### src/rtl/lsu_bus_bridge.sv
// Bridge from the core's single-cycle data port to a valid/ready SoC bus with variable wait states.
// Optional bus watchdog: define LSU_BRIDGE_TIMEOUT_EN to abort accesses after TIMEOUT_CYCLES cycles.
module lsu_bus_bridge #(
    parameter int unsigned TIMEOUT_CYCLES = 255
) (
    input  logic        clk,
    input  logic        rst,
    input  logic        lsu_i_req,
    input  logic [31:0] lsu_i_daddr,
    input  logic [3:0]  lsu_i_dwmask,
    input  logic [31:0] lsu_i_dwdata,
    output logic [31:0] lsu_o_drdata,
    output logic        lsu_o_stall,
    output logic        lsu_o_err,
    output logic        bus_o_valid,
    input  logic        bus_i_ready,
    output logic [31:0] bus_o_addr,
    output logic        bus_o_we,
    output logic [3:0]  bus_o_be,
    output logic [31:0] bus_o_wdata,
    input  logic        bus_i_rvalid,
    input  logic [31:0] bus_i_rdata,
    input  logic        bus_i_rerr
);

    typedef enum logic [1:0] {IDLE, REQ, RESP, DONE} state_t;

    state_t state;
    logic   flushed;
    logic   abort;
    logic   resp_done;
    logic   tmo_hit;
    logic   timed_out;
    logic   unused_addr_bits;

    assign unused_addr_bits = ^lsu_i_daddr[1:0];

`ifdef LSU_BRIDGE_TIMEOUT_EN
    logic [15:0] wait_cnt;
    assign timed_out = (wait_cnt == 16'(TIMEOUT_CYCLES - 1));
`else
    logic [15:0] unused_timeout;
    assign unused_timeout = 16'(TIMEOUT_CYCLES);
    assign timed_out      = 1'b0;
`endif

    // A flushed access still runs to completion on the bus but its result never reaches the core.
    assign abort     = flushed | ~lsu_i_req;
    assign resp_done = ((state == REQ) & bus_i_ready & bus_i_rvalid) |
                       ((state == RESP) & bus_i_rvalid);
    assign tmo_hit   = ((state == REQ) | (state == RESP)) & timed_out & ~resp_done;

    assign lsu_o_stall = lsu_i_req & (state != DONE);

    always_ff @(posedge clk) begin
        if (rst) begin
            state        <= IDLE;
            flushed      <= 1'b0;
            bus_o_valid  <= 1'b0;
            bus_o_we     <= 1'b0;
            bus_o_be     <= 4'b0000;
            bus_o_addr   <= 32'h0;
            bus_o_wdata  <= 32'h0;
            lsu_o_drdata <= 32'h0;
            lsu_o_err    <= 1'b0;
`ifdef LSU_BRIDGE_TIMEOUT_EN
            wait_cnt     <= 16'd0;
`endif
        end else begin
            case (state)
                IDLE: begin
                    if (lsu_i_req) begin
                        bus_o_addr  <= {lsu_i_daddr[31:2], 2'b00};
                        bus_o_we    <= |lsu_i_dwmask;
                        bus_o_be    <= (|lsu_i_dwmask) ? lsu_i_dwmask : 4'b1111;
                        bus_o_wdata <= lsu_i_dwdata;
                        bus_o_valid <= 1'b1;
                        flushed     <= 1'b0;
                        state       <= REQ;
`ifdef LSU_BRIDGE_TIMEOUT_EN
                        wait_cnt    <= 16'd0;
`endif
                    end
                end
                REQ, RESP: begin
                    flushed <= abort;
`ifdef LSU_BRIDGE_TIMEOUT_EN
                    wait_cnt <= wait_cnt + 16'd1;
`endif
                    // A response arriving in the last allowed cycle wins over the watchdog.
                    if (resp_done || tmo_hit) begin
                        bus_o_valid <= 1'b0;
                        state       <= abort ? IDLE : DONE;
                        if (!abort) begin
                            if (tmo_hit) begin
                                lsu_o_err    <= 1'b1;
                                lsu_o_drdata <= 32'h0;
                            end else begin
                                lsu_o_err <= bus_i_rerr;
                                if (!bus_o_we) begin
                                    lsu_o_drdata <= bus_i_rdata;
                                end
                            end
                        end
                    end else if ((state == REQ) && bus_i_ready) begin
                        bus_o_valid <= 1'b0;
                        state       <= RESP;
                    end
                end
                DONE: begin
                    lsu_o_err <= 1'b0;
                    state     <= IDLE;
                end
                default: state <= IDLE;
            endcase
        end
    end

endmodule

### config.mk
export PLATFORM = sky130hd
export DESIGN_NAME = lsu_bus_bridge
export DESIGN_NICKNAME = d
export VERILOG_FILES = /design/src/rtl/lsu_bus_bridge.sv
export SDC_FILE = /design/constraint.sdc
export NUM_CORES = 1
export LEC_CHECK = 0
export ABC_AREA = 1
export CAP_MARGIN = 25
export CORE_MARGIN = 1
export CORE_UTILIZATION = 30
export DETAILED_ROUTE_END_ITERATION = 8
export DONT_BUFFER_PORTS = 1
export PLACE_DENSITY = 0.53
export SYNTH_ARGS = -nofsm -noshare
export SYNTH_HDL_FRONTEND = slang
export SYNTH_SLANG_ARGS = --single-unit
### constraint.sdc
create_clock -name clk -period 2.6 [get_ports clk]
set_input_delay 0.26 -clock clk [delete_from_list [all_inputs] [get_ports clk]]
set_output_delay 0.26 -clock clk [all_outputs]
set_load 0.01 [all_outputs]
Yosys cells after proc, flatten, opt, wreduce, memory -nomap -nowiden. Index checks and enable logic that the tools add are counted.

Add/subtract/negate cells: 0. Multipliers: 0. Divide/modulo/power cells: 0. Magnitude comparators: 0. Equality and inequality tests: 8. Shift-type cells: 0. Muxes and demuxes: 15. Bitwise operators: 9. Reduce and logical (&&, ||, !) cells: 12.

Operators by type and width (count): two-way mux 2 bit (4); inequality test 2 bit, second input constant (4); two-way mux 1 bit (6); case mux 1 bit (2 select lines) (3); case mux 2 bit (3 select lines) (1); AND reduction 2 bit (3); AND reduction 3 bit (2); bitwise AND 1 bit (4); == test 2 bit, second input constant (2); two-way mux 4 bit (1); AND reduction 4 bit (1); nonzero test 2 bit (2); OR reduction 4 bit (1); inequality test 3 bit, second input constant (1); NOT 1 bit (3); == test 2 x 1 -> 1 bit, second input constant (1); zero test 2 bit (1); OR 1 bit (2); OR reduction 2 bit (1); logical AND 1 bit (1).

Flip-flop bits (word level): 104. Bits in latches: 0. Memory bits (writable): 0. ROM bits: 0. Bits of input ports: 106. Output and inout bits: 104. Logic and storage cells: 53. Memories: 0.

Longest topological paths before layout. Gate-level depths: netlist of the first run.

Depth in word-level cells: 6. Gate-level depth with buffers: 10. Depth with buffers taken out: 10.

Least setup slack after synthesis of the first run. OpenSTA, ideal clock, no wires.

Kind: flip-flop to flip-flop. Start: register state[0]. End: register lsu_o_drdata[11]. Library setup time: 113 ps. Arrival time: 1410 ps. Required time: 2487 ps. Slack: 1077 ps. Stages on the path, launching flop included: 11. Path buffers: 1. Clock period less this slack: 1523 ps. Path through: dfxtp_1 > inv_1 > ha_1 > inv_2 > nor2_2 > inv_2 > nor2_8 > buf_6 > nand2_1 > nand2_1 > nor2_1.

Word-level cells in the longest chain between the ends: 5. Elaborated cells on any way between the ends: 8. Classes of those cells: eq/ne (2); bitwise (4); reduce/logical (2).

Ends and longest elaborated chain: start, declared (RTL line 28) `state_t state;`; start signal, assigned (RTL line 93) `state <= abort ? IDLE : DONE;`; == test 2 x 1 -> 1 bit (RTL line 49, 70); bitwise AND 1 bit (2 in a row) (RTL line 49) `assign resp_done = ((state == REQ) & bus_i_ready & bus_i_rvalid) |`; OR 1 bit (RTL line 49); AND reduction 4 bit (no source line) *; end signal, assigned (RTL line 101) `lsu_o_drdata <= bus_i_rdata;`; end, declared (RTL line 12) `output logic [31:0] lsu_o_drdata,`.

Every way passes the cells marked *; elsewhere a longest branch is shown, timed or not. A chain may end at the register's enable or synchronous reset.

Final worst setup path of the first run.
Start: register state[0]. End: register lsu_o_drdata[12].

Same word-level chain as after synthesis.

==> run_results.csv, run 1 <==
group,metric,value,unit
grt,grt_overflow,0,
cts,numCtsBuffers,9,
power_and_ir_drop,cellPowerDensity,1043,nW/um^2
setup_path,worstPathMaxFanout,64,
synthesis,synth_top_area_share,0.5156,
floorplan,coreArea,13190,um^2
power_and_ir_drop,swShare,0.3346,
layout,final_core_util,0.3372,
synthesis,syn_inst,562,
sta,rsz0062_at_grt,"no",
floorplan,fp.dieW,118.0,um
cts,clk_pin_slew_worst_paths,0.07,ns
hold_path,min_path_type,"primary input to flop",
grt,grt_pass1_vias,2937,
synthesis,synthTopCellsByArea,"dfxtp_1 (52%), nor2_1 (19%), o21ai_0 (8.4%)",
routing,ant_nets,0,
routing,initialDrtViolationCount,159,
layout,nets,658,
layout,seq_area,2082,um^2
power_and_ir_drop,p_int,3.088,mW
floorplan,die_area,13930,um^2
place,gp_congestion,0.7582,
synthesis,syn_area_per_cell,7.184,um^2
routing,drt-pass1-iter-count,4,
layout,layout.cells.non_filler,728,
grt,grt_max_degree,65,
synthesis,netlist_area,4038,um^2
layout,fillCellCount,1452,
place,dp_cells,712,
outcome,outcome,"complete, no violations",
grt,grt_use_total,0.1291,
power_and_ir_drop,ir_drop,0.0004367,V
grt,antenna_found_initial,0,
routing,via_count,3203,
power_and_ir_drop,clockPowerShare,0.306,
setup_path,cpPeakStageDelay,0.36,ns
cts,clockRootBuffer,"clkbuf_16",
sta,final.setup_skew,0.004407,ns
power_and_ir_drop,p_leak,1.977,nW
synthesis,synth_cell_type_count,19,
layout,multi_input_area,1580,um^2
setup_path,worst_setup_path_start_kind,"flop",
sta,fin_setup_tns,0,ns
place,dp_hpwl,6266,um
place,post-place-ws,0.8476,ns
routing,drc,0,
run,drv_cap,0,
setup_path,crit_chain,"inv_1 -> ha_1 -> inv_2 -> nor2_2 -> inv_2 -> nor2_8 -> buf_12 -> nand2_1 -> nand2_1 -> nor2_1",
grt,grt_first_pass_wirelength,14240,um
setup_path,crit_arrival,2.00,ns
layout,area_growth,10.16,%
cts,clk_latency,0.34,ns
floorplan,std_cell_rows,42,
power_and_ir_drop,p_switching,1.552,mW
sta,setup_viol,0,
synthesis,synth_seq_cells,104,
floorplan,fp.dieH,118.0,um
sta,hold_violations,0,
sta,post-route-period-util,0.6765,
floorplan,initial_core_util,0.3061,
cts,cts_tree,"yes",
sta,tightest_slew,0.5273,ns
cts,clock_sinks,104,
setup_path,path_class,"flop to flop",
routing,finalWirelength,8841,um
layout,final_cell_mix,"nor2_1 (206), dfxtp_1 (104), nand2_1 (85), o21ai_0 (68), inv_1 (45)",
synthesis,yosysSeqAreaShare,0.5156,
power_and_ir_drop,combPwrFrac,0.203,
setup_path,cp_slowest_cell,"dfxtp_1",
cts,htree_levels,3,
place,io_buffers,0,
sta,finalCriticalPeriod,1.759,ns
power_and_ir_drop,power_frac_seq,0.491,
layout,drive_gt1_frac,0.05435,
setup_path,crit_path_end_kind,"flop",
cts,clk_path_buf_depth,2,
layout,final_area,4448,um^2
sta,slew_violations,0,
cts,postCtsSetupBuffers,0,
sta,max_clock_freq,568.5,MHz
routing,wl_per_cell,12.14,um
routing,viasPerCell,4.400,
layout,num_antenna_cells,0,
synthesis,synth_top_area_cell,"dfxtp_1",
sta,relSlewSlack,0.6485,
layout,layout_commonest_cell,"nor2_1",
setup_path,critPathRequiredTime,2.84,ns
synthesis,ys_warn_count,0,
place,place_area,4129,um^2
floorplan,pin_count,210,
sta,layout_setup_ws,0.8411,ns
==> metrics by stage <==
step / hold WS [ns] / total power [mW]
finish: 0.05563 / 4.640
global route: 0.04243 / 4.962
CTS: 0.03231 / 4.715
detailed placement: 0.3331 / 3.273
global placement: 0.3314 / 3.235
floorplan: 0.3291 / 3.070
==> power groups by stage <==
stage | Combinational (mW) | Clock [mW] | Sequential [mW]
4_1_cts | 0.955 | 1.48 | 2.28
6_report | 0.943 | 1.42 | 2.28
3_5_place_dp | 0.955 | 0 | 2.32
2_1_floorplan | 0.827 | 0 | 2.24
5_1_grt | 1.11 | 1.54 | 2.32
3_3_place_gp | 0.919 | 0 | 2.32
==> metal layers <==
layer / vias up / GRT usage / wire [um]
li1: 1664 / - / -
met3: 10 / 0.07655 / 1107
met2: 149 / 0.1993 / 3896
met5: - / 0 / 0
met1: 1380 / 0.1437 / 3704
met4: 0 / 0.05288 / 132
==> repair_timing <==
action | in CTS | in global routing
hold buffers | 1 | 0
gates resized for setup | 0 | 0
endpoints found under the hold margin | 2 | 0
==> kinds of logic after synthesis <==
kind of cell,synth area share
compound gates,0.08925
flops,0.5157
simple gates,0.2873
other cells,0.0009288
fa+ha+maj,0.01240
buf+inv,0.09452
==> synthesized netlist by cell type (all sizes together) <==
| library cell | number |
|---|---|
| nand3 | 4 |
| a21oi | 4 |
| buf | 19 |
| nand2 | 86 |
| inv | 48 |
| clkbuf | 13 |
| or2 | 2 |
| conb | 1 |
| ha | 4 |
| o21ai | 68 |
| dfxtp | 104 |
| nor2 | 208 |
| clkinv | 1 |
==> worst paths after layout <==
path              depth (start not counted)  slack [ns]             from          endpoint
setup / recovery                         10        0.84         state[0]  lsu_o_drdata[12]
hold / removal                            2        0.06  lsu_i_dwmask[1]       bus_o_be[1]
setup reg to reg                         10        0.84         state[0]  lsu_o_drdata[12]
hold reg to reg                           2        0.53  lsu_o_drdata[9]   lsu_o_drdata[9]
==> cell type report <==
class                           count  share of cell area
Sequential cell                   104              0.4681
Multi-Input combinational cell    378              0.3553
Clock buffer                        9             0.05063
Tap cell                          176             0.04951
Inverter                           49             0.04135
Clock inverter                      6             0.01885
Timing Repair Buffer                6             0.01632
==> flip-flops by register name, summed over array words and instances (netlist names) <==
signal / cells
bus_o_addr: 30
bus_o_be: 4
bus_o_valid: 1
bus_o_wdata: 32
bus_o_we: 1
flushed: 1
lsu_o_drdata: 32
lsu_o_err: 1
state: 2
==> worst max-delay path: cells and delay by family (launching register included) <==
kind | cells | cell delay [ns]
flip-flops | 1 | 0.36
buffers and inverters | 4 | 0.48
AND/OR/NAND/NOR | 5 | 0.46
adder cells (fa/ha/maj) | 1 | 0.33
(Power assumes the default switching activity.)
==> run 2: changes to the inputs <==
Settings changed: PLACE_DENSITY 0.53 to 0.54.
Clock period 2.6 ns to 1.48 ns, I/O delays scaled along.
==> run 2 against run 1 <==
Net effect: the flow now finishes with violations (setup timing); utilization up 9.3 points; power rose by 87%; cell count up 15%.
==> run_results.csv, run 2 (same netlist as run 1, synthesis figures left out) <==
group,metric,value,unit
outcome,outcome,"finished with violations",
outcome,violations,"setup timing",
routing,wl_per_cell,13.58,um
cts,clockRootBuffer,"clkbuf_16",
sta,hold_violations,0,
grt,grt_overflow,0,
cts,cts_tree,"yes",
power_and_ir_drop,swShare,0.3541,
layout,area_growth,40.47,%
setup_path,worstPathMaxFanout,5,
cts,clk_pin_slew_worst_paths,0.07,ns
grt,grt_pass1_vias,3638,
routing,via_count,3737,
setup_path,worst_setup_path_start_kind,"flop",
layout,final_cell_mix,"nor2_1 (206), dfxtp_1 (102), dlygate4sd3_1 (91), nand2_1 (72), o21ai_0 (66)",
sta,finalCriticalPeriod,1.537,ns
place,place_area,4242,um^2
routing,drc,0,
layout,layout_commonest_cell,"nor2_1",
grt,grt_use_total,0.1603,
routing,viasPerCell,4.465,
floorplan,pin_count,210,
layout,layout.cells.non_filler,837,
power_and_ir_drop,combPwrFrac,0.275,
setup_path,critPathRequiredTime,1.72,ns
floorplan,fp.dieW,118.0,um
sta,final.setup_skew,0.003466,ns
power_and_ir_drop,p_switching,3.069,mW
layout,reg_top3,"bus_o_wdata (32), lsu_o_drdata (32), bus_o_addr (30)",
hold_path,min_path_type,"primary input to flop",
cts,numCtsBuffers,9,
floorplan,die_area,13930,um^2
place,gp_congestion,0.7668,
power_and_ir_drop,p_int,5.598,mW
power_and_ir_drop,ir_drop,0.0007359,V
grt,grt_first_pass_wirelength,17680,um
routing,drt-pass1-iter-count,5,
setup_path,path_class,"flop to flop",
grt,antenna_found_initial,0,
layout,drive_gt1_frac,0.1059,
grt,grt_max_degree,66,
cts,clock_sinks,104,
floorplan,fp.dieH,118.0,um
run,drv_cap,0,
place,dp_hpwl,6977,um
layout,num_antenna_cells,0,
cts,clk_latency,0.34,ns
routing,ant_nets,0,
power_and_ir_drop,cellPowerDensity,1528,nW/um^2
floorplan,coreArea,13190,um^2
power_and_ir_drop,total_power,8.666,mW
power_and_ir_drop,clockPowerShare,0.259,
sta,setup_viol,21,
routing,initialDrtViolationCount,132,
floorplan,std_cell_rows,42,
sta,rsz0062_at_grt,"yes",
sta,max_clock_freq,650.7,MHz
layout,final_area,5672,um^2
place,dp_cells,722,
setup_path,crit_arrival,1.78,ns
cts,htree_levels,3,
cts,clk_path_buf_depth,2,
sta,post-route-period-util,1.038,
floorplan,initial_core_util,0.3061,
power_and_ir_drop,p_leak,2.480,nW
routing,finalWirelength,11370,um
layout,nets,766,
power_and_ir_drop,power_frac_seq,0.466,
setup_path,crit_path_end_kind,"flop",
sta,layout_setup_ws,-0.05674,ns
place,io_buffers,0,
sta,slew_violations,0,
[run 2: cell count changes in the layout (fill, tap and decap cells not counted), moves of 3 or more]
cell           before  now
buf_8               0    3
dlygate4sd3_1       1   91
ha_1                4    1
buf_4               3    9
buf_6               0    4
nand2_2             1   14
nand2_1            85   72
[run 2: final timing paths]
kind                         from          endpoint  slack, ns  depth (start not counted)
setup reg to reg         state[0]  lsu_o_drdata[23]      -0.06                         11
setup / recovery         state[0]  lsu_o_drdata[23]      -0.06                         11
hold / removal    lsu_i_daddr[26]    bus_o_addr[26]       0.03                          2
hold reg to reg       bus_o_valid       bus_o_valid       0.51                          2
[run 2: timing repair]
action                                  in CTS  in global routing
resized for setup                           16                 28
hold buffers                                91                  0
hold endpoints to repair                    92                  0
cloned                                       3                  2
buffers inserted                             4                  1
pin swaps                                    3                  7
endpoints found under the setup margin      40                 84
[run 2: metrics by stage]
stage	utilization	hold WS (ns)	setup WS [ns]	TNS, ns
6_report	0.4300	0.03011	-0.05674	-0.8337
5_1_grt	0.4300	0.02066	-0.1517	-3.435
4_1_cts	0.4214	0.004036	-0.1369	-3.171
3_5_place_dp	0.3216	0.2207	-0.1293	-3.207
3_3_place_gp	0.3216	0.2191	-0.05537	-1.059
2_1_floorplan	-	0.2171	0.01247	0
[run 2: critical path, stage by stage, from the launching register on]
cell     delay (ns)
dfxtp_4        0.38
inv_4          0.05
ha_4           0.26
inv_2          0.04
nor2_4         0.08
inv_2          0.07
nor2_8         0.12
buf_12         0.15
buf_8          0.12
nand2_1        0.05
nand2_1        0.06
nor2_1         0.05
[run 2: power by group through the flow]
stage                     sequential [mW]  combinational [mW]  clock, mW
after floorplan                      3.94                1.48          0
after global placement               4.07                1.83          0
after detailed placement             4.07                1.91          0
after CTS                            4.02                2.19       2.37
after global routing                 4.10                2.69       2.46
final                                4.04                2.38       2.25
[run 2: layout make-up]
cell class              count  area (um^2)
multi-input cells         378         1659
well taps                 176        220.2
flip-flops and latches    104         2087
inverters                  49        191.4
clock inverters             7        55.05
fillers                  1276         7518
clock buffers               9        225.2
repair buffers            114         1234
[run 2: layer usage]
layer,wire (um),global-route usage,up-vias
met3,978,0.05281,15
met1,4640,0.1681,1662
met2,5554,0.2901,174
met4,195,0.06971,0
met5,0,0,-
li1,-,-,1886
==> run 3: changes to the inputs <==
Settings changed: CORE_MARGIN 1 to 2.
==> run 3 against run 2 <==
Net effect: the flow finishes with violations (hold timing, setup timing); cell area is 0.88% lower; fmax up 0.50%; combinational power fell by 2%; sequential cell count did not move; critical endpoint is now lsu_o_drdata[3]; largest power group unchanged.
==> run_results.csv, run 3 (same netlist as run 1, synthesis figures left out) <==
group,metric,value,unit
place,dp_hpwl,7285,um
run,drv_cap,0,
cts,clock_sinks,104,
floorplan,coreArea,13190,um^2
cts,numCtsBuffers,9,
place,post-place-ws,-0.1300,ns
cts,clk_path_buf_depth,2,
sta,post-route-period-util,1.033,
grt,grt_max_degree,65,
hold_path,min_path_type,"primary input to flop",
floorplan,initial_core_util,0.3061,
grt,grt_overflow,0,
power_and_ir_drop,total_power,8.800,mW
sta,finalCriticalPeriod,1.529,ns
routing,drt-pass1-iter-count,4,
cts,clk_pin_slew_worst_paths,0.07,ns
place,gp_congestion,0.7932,
routing,viasPerCell,4.472,
routing,wl_per_cell,13.66,um
floorplan,fp.dieH,120.0,um
sta,slew_violations,0,
power_and_ir_drop,ir_drop,0.0006954,V
floorplan,pin_count,210,
floorplan,fp.dieW,120.0,um
routing,ant_nets,0,
setup_path,cpPeakStageDelay,0.35,ns
routing,initialDrtViolationCount,156,
routing,finalWirelength,11320,um
layout,fillCellCount,1302,
sta,final.setup_skew,0.004941,ns
setup_path,path_class,"flop to flop",
grt,antenna_found_initial,0,
place,place_area,4254,um^2
sta,timing.hold.ws,-0.01039,ns
setup_path,crit_arrival,1.81,ns
setup_path,critPathBufInv,5,
layout,layout_commonest_cell,"nor2_1",
setup_path,worst_setup_path_start_kind,"flop",
setup_path,crit_path_end_kind,"flop",
grt,grt_first_pass_wirelength,17680,um
grt,grt_pass1_vias,3690,
layout,area_growth,39.23,%
routing,drc,0,
place,io_buffers,0,
setup_path,path_delay_family,"buffers and inverters",
sta,rsz0062_at_grt,"yes",
cts,clk_latency,0.34,ns
cts,clockRootBuffer,"clkbuf_16",
layout,final_cell_mix,"nor2_1 (199), dfxtp_1 (102), dlygate4sd3_1 (84), nand2_1 (68), o21ai_0 (64)",
setup_path,crit_chain,"inv_2 -> ha_4 -> inv_4 -> nor2_4 -> inv_4 -> nor2_8 -> buf_6 -> buf_16 -> nor2_1 -> nor2_1",
cts,htree_levels,3,
sta,layout_setup_ws,-0.04912,ns
sta,hold_violations,1,
layout,reg_top3,"bus_o_wdata (32), lsu_o_drdata (32), bus_o_addr (30)",
sta,setup_viol,20,
setup_path,critPathRequiredTime,1.76,ns
layout,num_antenna_cells,0,
grt,grt_use_total,0.1548,
routing,via_count,3707,
floorplan,die_area,14400,um^2
setup_path,cp_slowest_cell,"dfxtp_2",
layout,nets,758,
floorplan,std_cell_rows,42,
outcome,violations,"hold timing, setup timing",
cts,cts_tree,"yes",
layout,final_area,5622,um^2
power_and_ir_drop,cellPowerDensity,1565,nW/um^2
setup_path,worstPathMaxFanout,8,
layout,drive_gt1_frac,0.1210,
sta,fin_setup_tns,-0.5332,ns
outcome,outcome,"finished with violations",
sta,max_clock_freq,654.0,MHz
power_and_ir_drop,p_leak,2.484,nW
==> run 3: final timing paths <==
kind / startpoint / to / slack, ns / cells after the start
max: state[0] / lsu_o_drdata[3] / -0.05 / 10
min: lsu_i_daddr[30] / bus_o_addr[30] / -0.01 / 2
max reg2reg: state[0] / lsu_o_drdata[3] / -0.05 / 10
min reg2reg: bus_o_valid / bus_o_valid / 0.52 / 2
==> run 3: final cells by class <==
cell class	count	area, um^2	area share
clock buffers	12	256.5	0.04563
clock inverters	4	51.30	0.009125
multi-input cells	378	1698	0.3020
well taps	176	220.2	0.03917
repair buffers	106	1122	0.1996
flip-flops and latches	104	2085	0.3708
inverters	49	188.9	0.03361
==> run 3: layer usage <==
| layer | routed length [um] | vias to the layer above | track usage |
|---|---|---|---|
| met3 | 975 | 19 | 0.05133 |
| met1 | 4382 | 1665 | 0.1603 |
| li1 | - | 1871 | - |
| met4 | 257 | 0 | 0.06618 |
| met5 | 0 | - | 0 |
| met2 | 5707 | 152 | 0.2830 |
==> run 3: repair_timing <==
item                       in CTS  in global routing
hold endpoints to repair       84                  1
pin swaps                       2                 25
setup buffers                   6                  0
setup endpoints to repair      36                 37
gates cloned                    3                  0
hold buffers                   83                  1
resized for setup              14                 39
==> run 3: through the flow <==
step | utilization | instances
6_report | 0.4262 | 829
5_1_grt | 0.4262 | 829
4_1_cts | 0.4208 | 830
3_5_place_dp | 0.3225 | 722
3_3_place_gp | 0.3225 | 722
2_1_floorplan | - | 563
==> run 3: report_power, final <==
part           internal (mW)  switching [mW]  total [mW]
Sequential              3.37           0.659        4.03
Combinational           1.03            1.31        2.34
Clock                   1.41            1.02        2.43
Total                   5.81            2.99        8.80
==> run 3: worst register-to-register path, delay by kind of cell, from the launching register on <==
family	cells	cell delay, ns
buffers and inverters	5	0.44
adder cells (fa/ha/maj)	1	0.28
flip-flops	1	0.35
AND/OR/NAND/NOR	4	0.40
